$ cat config.mk
export PLATFORM = sky130hd
export DESIGN_NAME = stack_controller
export DESIGN_NICKNAME = d
export VERILOG_FILES = /design/src/rtl/stack_controller.sv
export SDC_FILE = /design/constraint.sdc
export NUM_CORES = 1
export LEC_CHECK = 0
export CAP_MARGIN = 20
export CORE_ASPECT_RATIO = 1.2
export CORE_MARGIN = 1
export CORE_UTILIZATION = 31
export CTS_CLUSTER_SIZE = 14
export DETAILED_ROUTE_END_ITERATION = 12
export PLACE_DENSITY = 0.71
export SLEW_MARGIN = 10
export SYNTH_ARGS = -nofsm -noshare
export SYNTH_HDL_FRONTEND = slang
export SYNTH_SLANG_ARGS = --single-unit
$ cat constraint.sdc
create_clock -name CLK -period 1.8 [get_ports CLK]
set_input_delay 0.36 -clock CLK [delete_from_list [all_inputs] [get_ports CLK]]
set_output_delay 0.36 -clock CLK [all_outputs]
set_load 0.05 [all_outputs]
$ cat src/rtl/stack_controller.sv
// Hardware LIFO stack kept in an external data memory window starting at BASE.
// Latency: a push takes 2 cycles to the next ready; pop_valid comes 2 cycles after acceptance.
// Backpressure: ready is high only in IDLE; requests made while busy are dropped, not queued.
module stack_controller #(
    parameter logic [9:0] BASE  = 10'd960,
    parameter int         DEPTH = 64
) (
    input  logic        CLK,
    input  logic        RST,
    input  logic        push,
    input  logic        pop,
    input  logic [15:0] push_data,
    input  logic        clr_err,
    output logic        ready,
    output logic        pop_valid,
    output logic [15:0] pop_data,
    output logic [6:0]  count,
    output logic        full,
    output logic        empty,
    output logic        overflow_err,
    output logic        underflow_err,
    output logic        conflict_err,
    output logic [9:0]  mem_address,
    output logic [15:0] mem_data_out,
    output logic        mem_WE,
    input  logic [15:0] mem_data_in
);

    localparam logic [6:0] DEPTH_C = 7'(DEPTH);

    typedef enum logic [1:0] {
        IDLE = 2'd0,
        PUSH = 2'd1,
        POP  = 2'd2
    } state_t;

    state_t      state_q, state_d;
    logic [6:0]  count_q, count_d;
    logic [15:0] word_q, word_d;
    logic [15:0] pop_data_q, pop_data_d;
    logic        pop_valid_q, pop_valid_d;
    logic        ovf_q, ovf_d;
    logic        unf_q, unf_d;
    logic        cfl_q, cfl_d;
    logic        is_full, is_empty;
    logic [6:0]  slot;

    assign is_full  = (count_q == DEPTH_C);
    assign is_empty = (count_q == 7'd0);

    // Keep the idle address inside the window when every slot is occupied.
    assign slot = is_full ? (DEPTH_C - 7'd1) : count_q;

    always_comb begin
        state_d     = state_q;
        count_d     = count_q;
        word_d      = word_q;
        pop_data_d  = pop_data_q;
        pop_valid_d = 1'b0;
        ovf_d       = clr_err ? 1'b0 : ovf_q;
        unf_d       = clr_err ? 1'b0 : unf_q;
        cfl_d       = clr_err ? 1'b0 : cfl_q;

        case (state_q)
            IDLE: begin
                if (push && pop) begin
                    cfl_d = 1'b1;
                end else if (push) begin
                    if (is_full) begin
                        ovf_d = 1'b1;
                    end else begin
                        word_d  = push_data;
                        state_d = PUSH;
                    end
                end else if (pop) begin
                    if (is_empty) begin
                        unf_d = 1'b1;
                    end else begin
                        count_d = count_q - 7'd1;
                        state_d = POP;
                    end
                end
            end
            PUSH: begin
                if (!is_full) begin
                    count_d = count_q + 7'd1;
                end
                state_d = IDLE;
            end
            POP: begin
                pop_data_d  = mem_data_in;
                pop_valid_d = 1'b1;
                state_d     = IDLE;
            end
            default: begin
                state_d = IDLE;
            end
        endcase
    end

    always_ff @(posedge CLK) begin
        if (RST) begin
            state_q     <= IDLE;
            count_q     <= 7'd0;
            word_q      <= 16'd0;
            pop_data_q  <= 16'd0;
            pop_valid_q <= 1'b0;
            ovf_q       <= 1'b0;
            unf_q       <= 1'b0;
            cfl_q       <= 1'b0;
        end else begin
            state_q     <= state_d;
            count_q     <= count_d;
            word_q      <= word_d;
            pop_data_q  <= pop_data_d;
            pop_valid_q <= pop_valid_d;
            ovf_q       <= ovf_d;
            unf_q       <= unf_d;
            cfl_q       <= cfl_d;
        end
    end

    assign ready         = (state_q == IDLE);
    assign pop_valid     = pop_valid_q;
    assign pop_data      = pop_data_q;
    assign count         = count_q;
    assign full          = is_full;
    assign empty         = is_empty;
    assign overflow_err  = ovf_q;
    assign underflow_err = unf_q;
    assign conflict_err  = cfl_q;
    assign mem_address   = BASE + {3'b000, slot};
    assign mem_data_out  = word_q;
    // A reset edge must never commit the in-flight write.
    assign mem_WE        = (state_q == PUSH) && !RST;

endmodule

# [Word level (Yosys, flattened, before mapping)]
# Index checks and enable logic that the tools add are counted.
# Widths: inputs -> output; s select.
[op_classes] add_sub_neg=3 mul=0 div_mod_pow=0 magnitude_cmp=0 eq_ne=10 shifts=0 n_mux=26 bitwise_logic=3 reduce_logical=11
[op_table] op="$mux 7" n=6
[op_table] op="$mux 1" n=15
[op_table] op="$ne 2x2->1 const B" n=7
[op_table] op="$pmux 7 s2" n=1
[op_table] op="$add 7x8->9 const A" n=1
[op_table] op="$mux 2" n=4
[op_table] op="$reduce_and 4->1" n=2
[op_table] op="$add 7x1->7 const B" n=1
[op_table] op="$eq 7x7->1 const B" n=1
[op_table] op="$logic_not 7->1" n=1
[op_table] op="$sub 7x1->7 const B" n=1
[op_table] op="$reduce_and 6->1" n=1
[op_table] op="$reduce_bool 2->1" n=2
[op_table] op="$not 1->1" n=3
[op_table] op="$eq 2x1->1 const B" n=1
[op_table] op="$eq 2x2->1 const B" n=1
[op_table] op="$logic_and 1x1->1" n=2
[op_table] op="$logic_not 2->1" n=1
[op_table] op="$reduce_or 2->1" n=1
[op_table] op="$logic_not 1->1" n=1
[word_totals] register_bits=45 latch_bits=0 ram_bits=0 mem_bits_ro=0 inputBits=37 word_cells=61 memories=0

# [Logic depth before layout (Yosys ltp)]
# Gate-level depths: netlist of run 1.
[logic_depth] depth_word=6 depth_mapped=9

# [Worst setup path after synthesis of run 1]
# No wires, ideal clock.
[synth_path] path_kind="flip-flop to output port" from="register count_q[0], in the netlist count[0]" to="output port empty" t_arrival_ns=1.883 required_ns=1.440 path_slack_ns=-0.443 path_stages_with_launch=3 n_path_buf=0 path_cell_list="dfxtp_1 -> or4_4 -> nor2_1"
[synth_between] elab_chain_cells=1
[synth_lines] element="start: declaration" line_no="38" source="logic [6:0] count_q, count_d;"
[synth_lines] element="start signal: assignment" line_no="113" source="count_q <= count_d;"
[synth_lines] element="$logic_not 7->1" line_no="49" source="assign is_empty = (count_q == 7'd0);"
[synth_lines] element="end: declaration" line_no="19" source="output logic empty,"
# No other way between the ends.

# [Final worst setup path of run 1]
[layout_path] from="register count_q[0], in the netlist count[0]" to="output port mem_address[2]"
[layout_between] elab_chain_cells=3
[layout_lines] element="$eq 7x7->1" line_no="48" source="assign is_full = (count_q == DEPTH_C);"
[layout_lines] element="$mux 7 *" line_no="52" source="assign slot = is_full ? (DEPTH_C - 7'd1) : count_q;"
[layout_lines] element="$add 7x8->9 *" line_no="132" source="assign mem_address = BASE + {3'b000, slot};"
[layout_lines] element="end: declaration" line_no="23" source="output logic [9:0] mem_address,"
# Mark *: on every way between the ends. The rest lies on a longest branch, timed or not.

==> metrics.md, run 1 <==
| Metric | Value |
|---|---|
| Iter 0 DRT Violations | 119 |
| DRC | 0 |
| Diodes inserted | 0 |
| GPL Wtd Cong | 0.894 |
| Syn_nets | 275 |
| Row cnt | 32 |
| Setup tns final | -0.722 ns |
| Reg2reg path depth | 7 |
| Status | finished with violations |
| Mapped Area | 0.00204 mm2 |
| Root buf cell | clkbuf_8 |
| R2R setup slack | -0.04 ns |
| Synth area leader | dfxtp_1 |
| Pre-CTS worst setup slack | -0.156 ns |
| H-tree depth | 2 |
| Wire per inst | 12.9 um |
| Die Wd | 76.1 um |
| Vias in the first global route | 1855 |
| Crit path launch type | register |
| Register clock-pin slew on the reported worst setup and hold paths | 0.09 ns |
| Initial antenna violation count | 0 |
| Post-synth top area share | 44.1% |
| Critical path type | register to output port |
| Final Power | 0.00659 W |
| Count of final max-slew check failures | 0 |
| Worst clock skew | 0.00810 ns |
| Antenna Nets Post-Route | 0 |
| Filler cell count | 587 |
| Worst EP required | 1.44 ns |
| Min-delay src | pop |
| Final period util | 106% |
| Length of the first detailed-routing pass in iterations | 4 |
| Distinct cell type count after synthesis | 45 |
| CTS tree | yes |
| Max Freq | 525 MHz |
| Area delta synth->final | 70.4% |
| Pleak | 1.44 nW |
| Register area share after synthesis | 44.1% |
| Setup ws final | -0.105 ns |
| Ranking of synthesized cells by area | dfxtp_1, mux2i_1, nand2_1 |
| Unrepaired setup endpoints after global routing | yes |
| Synth Register Bits | 45 |
| HP Class | primary input to register |
| Worst Hold Path EP | conflict_err |
| Endpoints failing hold | 0 |
| Placed insts | 410 |
| Violated checks | negative setup slack |
| Final WL | 5490 um |
| Footprint of the multi-input gates | 0.00116 mm2 |
| Worst Tran Pin Value | 0.527 ns |
| Critical R2R Capture | count[6] |
| DR vias | 1999 |
| Hold depth | 3 |
| Layout Cells excl Fill | 427 |
| GRT Total Usage | 15.6% |
| Reg2reg start | count[2] |
| Core area | 0.00641 mm2 |
| Slew margin rel. | 64.9% |
| Full die area | 0.00692 mm2 |
| Post-Syn Instances | 233 |
| Layout cells sized above 1 | 36.8% |
| Worst setup EP type | output port |
| Peak fanout along the critical path | 7 |
| Cell Pwr Density | 1890 mW/mm2 |
| Commonest cells after routing, fill and taps aside | buf_4, nand2_1, dfxtp_1 |
| Die Y | 90.9 um |
| Clock Latency Late Sink | 0.30 ns |
| Deepest clock path buffer count | 2 |
| Ports | 94 |
| Overflow after GRT | 0 |
| Largest net degree at the start of global routing | 32 |
| Peak supply drop | 0.888 mV |
| IO Port Bufs | 93 |
| Final setup viols | 18 |
| First-pass GRT wire length | 8710 um |
| Initial Util | 31.9% |
| Mapped Avg Cell Area | 8.77 um2 |
| DPL Wire Length | 3960 um |
| Final min period | 1.91 ns |
| Max-cap violation count | 0 |
| Sequential Area | 916 um2 |
| DR vias/cell | 4.68 |
| Synth warn | 0 |
| CTS Buf Count | 5 |
| Critical path arrival | 1.55 ns |
| Nets | 383 |
| Clock Sinks | 45 |
| Commonest non-fill, non-tap cell in the layout | buf_4 |
## power breakdown
group          leakage, nW  internal [W]  switching [W]  total, W
Clock               0.0445      0.000276       0.000357  0.000633
Combinational         1.03       0.00205        0.00252   0.00458
Sequential           0.370       0.00118       0.000196   0.00138
## critical path, stage by stage (launching register included)
cell and delay (ns):
dfxtp_2 0.35, nor4_4 0.36, nand3_4 0.16, or2b_4 0.25, buf_12 0.12
## cell type report
cell class,instances,area share (%)
tap,85,3.05
sequential,45,26.3
clock buffer,5,1.98
multi-input combinational,166,33.2
clock inverter,3,0.611
inverter,5,0.826
timing repair buffer,118,34.0
## worst max path at each step
stage	start	end	slack [ns]
2_1_floorplan	count[1]	count[4]	0.002
3_3_place_gp	push	mem_data_out[15]	-0.16
3_5_place_dp	push	mem_data_out[14]	-0.16
4_1_cts	count[0]	mem_address[2]	-0.13
5_1_grt	count[0]	mem_address[2]	-0.20
6_report	count[0]	mem_address[2]	-0.11
## through the flow
step | utilization [%] | instance area, um2 | hold WS (ns)
2_1_floorplan | - | 2060 | 0.496
3_3_place_gp | 49.4 | 3160 | 0.443
3_5_place_dp | 49.4 | 3160 | 0.450
4_1_cts | 52.0 | 3330 | 0.441
5_1_grt | 54.4 | 3480 | 0.439
6_report | 54.4 | 3480 | 0.420
## kinds of logic after synthesis
logic type / Yosys count / synth area share, %
DFF: 45 / 44.1
adders and majority gates: 5 / 3.06
AOI/OAI and AO/OA: 42 / 13.2
xor gates and xnor gates: 5 / 2.14
and+or+nand+nor: 97 / 23.4
buffers and inverters: 22 / 5.76
muxes: 17 / 8.33
## routing by layer
layer  track usage (%)  wire length (um)
met4              5.77                44
met5                 0                 0
met2              27.3              2810
met1              18.5              2350
met3              3.62               290
## flip-flops by register name, summed over array words and instances (netlist names)
register and flops:
mem_data_out 16, pop_data 16, count 7, state_q 2, conflict_err 1, overflow_err 1, pop_valid 1, underflow_err 1
## repair_timing
action | CTS | global route
gates resized for setup | 8 | 27
pin swaps | 2 | 10
endpoints found under the hold margin | 0 | 0
cloned | 0 | 0
hold buffers | 0 | 0
endpoints found under the setup margin | 12 | 33
setup buffers | 5 | 4
## cells in the mapped netlist (all sizes together)
library cell	number
nor2	29
ha	5
xnor2	4
a22oi	2
xor2	1
nand4	1
o21ai	5
buf	9
a21oi	25
mux2i	17
a32oi	2
nor4b	2
and2b	1
and2	1
nand4b	1
clkbuf	8
inv	5
o221ai	1
nor3b	1
or3	1
a211oi	1
nand3	5
nand2b	6
dfxtp	45
o32a	1
or2b	3
o211ai	1
a31o	2
nor2b	2
nor3	2
nand2	40
nor4	1
a31oi	1
a221oi	1
or4	1
(Power assumes the default switching activity.)
==> run 2: changes to the inputs <==
- CORE_UTILIZATION: 31 -> 37
- PLACE_DENSITY: 0.71 -> 0.82
==> metrics.md, run 2 (synthesis results as in run 1) <==
| Metric | Value |
|---|---|
| WP buf/inv | 1 (unchanged) |
| Crit-path cells | nor4_4 > nand3_4 > or2b_4 > buf_12 (unchanged) |
| Area after DPL | 0.00312 mm2 (was 0.00316 mm2) |
| Max-cap violation count | 0 (unchanged) |
| Overflow after GRT | 0 (unchanged) |
| Slowest cell on crit path | dfxtp_4 (was nor4_4) |
| Row cnt | 29 (was 32) |
| Clock Sinks | 45 (unchanged) |
| Worst Tran Pin Value | 0.560 ns (was 0.527 ns) |
| Unrepaired setup endpoints after global routing | yes (unchanged) |
| HP Class | register to register (was primary input to register) |
| Commonest cells after routing, fill and taps aside | buf_4, dfxtp_1, nand2_1 (was buf_4, nand2_1, dfxtp_1) |
| Critical path arrival | 1.60 ns (was 1.55 ns) |
| Worst clock skew | 0.00382 ns (was 0.00810 ns) |
| CP peak stage delay | 0.37 ns (was 0.36 ns) |
| Violated checks | negative setup slack (unchanged) |
| Largest net degree at the start of global routing | 30 (was 32) |
| Initial Util | 38.6% (was 31.9%) |
| GRT Total Usage | 18.5% (was 15.6%) |
| Count of final max-slew check failures | 0 (unchanged) |
| First-pass GRT wire length | 8970 um (was 8710 um) |
| DRC | 0 (unchanged) |
| Commonest non-fill, non-tap cell in the layout | buf_4 (unchanged) |
| DPL Wire Length | 3770 um (was 3960 um) |
| Root buf cell | clkbuf_8 (unchanged) |
| Slew margin rel. | 62.7% (was 64.9%) |
| Worst EP required | 1.44 ns (about the same) |
| Initial antenna violation count | 0 (unchanged) |
| Pleak | 1.44 nW (about the same) |
| Peak supply drop | 0.883 mV (was 0.888 mV) |
| Length of the first detailed-routing pass in iterations | 4 (unchanged) |
| Hold_buf cts | 0 (unchanged) |
| Setup ws final | -0.155 ns (was -0.105 ns) |
| Final setup viols | 15 (was 18) |
| Die Y | 83.4 um (was 90.9 um) |
| Wire per inst | 14.2 um (was 12.9 um) |
| GPL Wtd Cong | 0.838 (was 0.894) |
| Ports | 94 (unchanged) |
| Final period util | 109% (was 106%) |
| Final min period | 1.96 ns (was 1.91 ns) |
| Register clock-pin slew on the reported worst setup and hold paths | 0.08 ns (was 0.09 ns) |
| CTS tree | yes (unchanged) |
| Crit path launch type | register (unchanged) |
| IO Port Bufs | 93 (unchanged) |
| Critical path type | register to output port (unchanged) |
| Endpoints failing hold | 0 (unchanged) |
| H-tree depth | 2 (unchanged) |
| Post-route cell area | 0.00344 mm2 (was 0.00348 mm2) |
| Core area | 0.00530 mm2 (was 0.00641 mm2) |
| DR vias/cell | 5.16 (was 4.68) |
| DR vias | 2084 (was 1999) |
| CTS Buf Count | 5 (unchanged) |
| Max Freq | 511 MHz (was 525 MHz) |
| Area delta synth->final | 68.5% (was 70.4%) |
| Nets | 383 (unchanged) |
| Cell Pwr Density | 1900 mW/mm2 (was 1890 mW/mm2) |
| Peak fanout along the critical path | 7 (unchanged) |
| Final WL | 5720 um (was 5490 um) |
| Deepest clock path buffer count | 2 (unchanged) |
| Full die area | 0.00582 mm2 (was 0.00692 mm2) |
| CP top delay family | simple AND/OR/NAND/NOR gates (unchanged) |
| Die Wd | 69.8 um (was 76.1 um) |
| Final Power | 0.00655 W (was 0.00659 W) |
| Worst setup EP type | output port (unchanged) |
| Status | finished with violations (unchanged) |
| Iter 0 DRT Violations | 90 (was 119) |
| Clock Latency Late Sink | 0.29 ns (was 0.30 ns) |
| Layout cells sized above 1 | 35.7% (was 36.8%) |
| Diodes inserted | 0 (unchanged) |
| Vias in the first global route | 2025 (was 1855) |
| Antenna Nets Post-Route | 0 (unchanged) |
==> run 2: area by class of cell <==
type,count,area (um2)
clock buffers,7,76.3
clock inverters,1,7.51
inverters,5,33.8
fillers,422,1860
multi-input cells,166,1130
flip-flops and latches,45,917
well taps,62,77.6
repair buffers,118,1200
==> run 2: stage by stage <==
step	instances	worst slack, ns	hold WS, ns	util (%)	setup TNS [ns]
floorplan	233	0.00204	0.496	-	0
global placement	384	-0.157	0.442	58.9	-2.81
detailed placement	384	-0.201	0.448	58.9	-3.78
CTS	398	-0.119	0.460	62.3	-0.763
global route	404	-0.254	0.479	65.0	-3.48
finish	404	-0.155	0.456	65.0	-1.50
==> run 2: worst paths after layout <==
kind | startpoint | end | slack [ns] | depth (start not counted)
setup / recovery | count[1] | mem_address[1] | -0.16 | 4
hold / removal | pop_data[15] | pop_data[15] | 0.46 | 2
setup reg to reg | state_q[0] | count[3] | -0.04 | 9
hold reg to reg | pop_data[15] | pop_data[15] | 0.46 | 2
==> run 2: worst min-delay path: cells and delay by family (launching register included) <==
family          cells  cell delay [ns]
compound gates      1             0.05
flops               1             0.31
simple gates        1             0.05
==> run 2: layer usage <==
metal	track usage, %	part of all wire (%)	wire length (um)	vias to the layer above
li1	-	-	-	1003
met1	22.1	39	2260	976
met4	5.45	2.3	132	0
met3	5.70	7.0	399	17
met2	31.6	51	2930	88
met5	0	0	0	-
==> run 2: power by group <==
part	leakage [nW]	switching [W]	internal (W)
Clock	0.0385	0.000336	0.000275
Combinational	1.03	0.00255	0.00203
Sequential	0.370	0.000171	0.00119
==> run 2: timing repair <==
item	in CTS	in global routing
pin swaps	5	9
endpoints found under the hold margin	0	0
endpoints found under the setup margin	18	35
buffers inserted	6	5
resized for setup	11	21
gates cloned	0	1
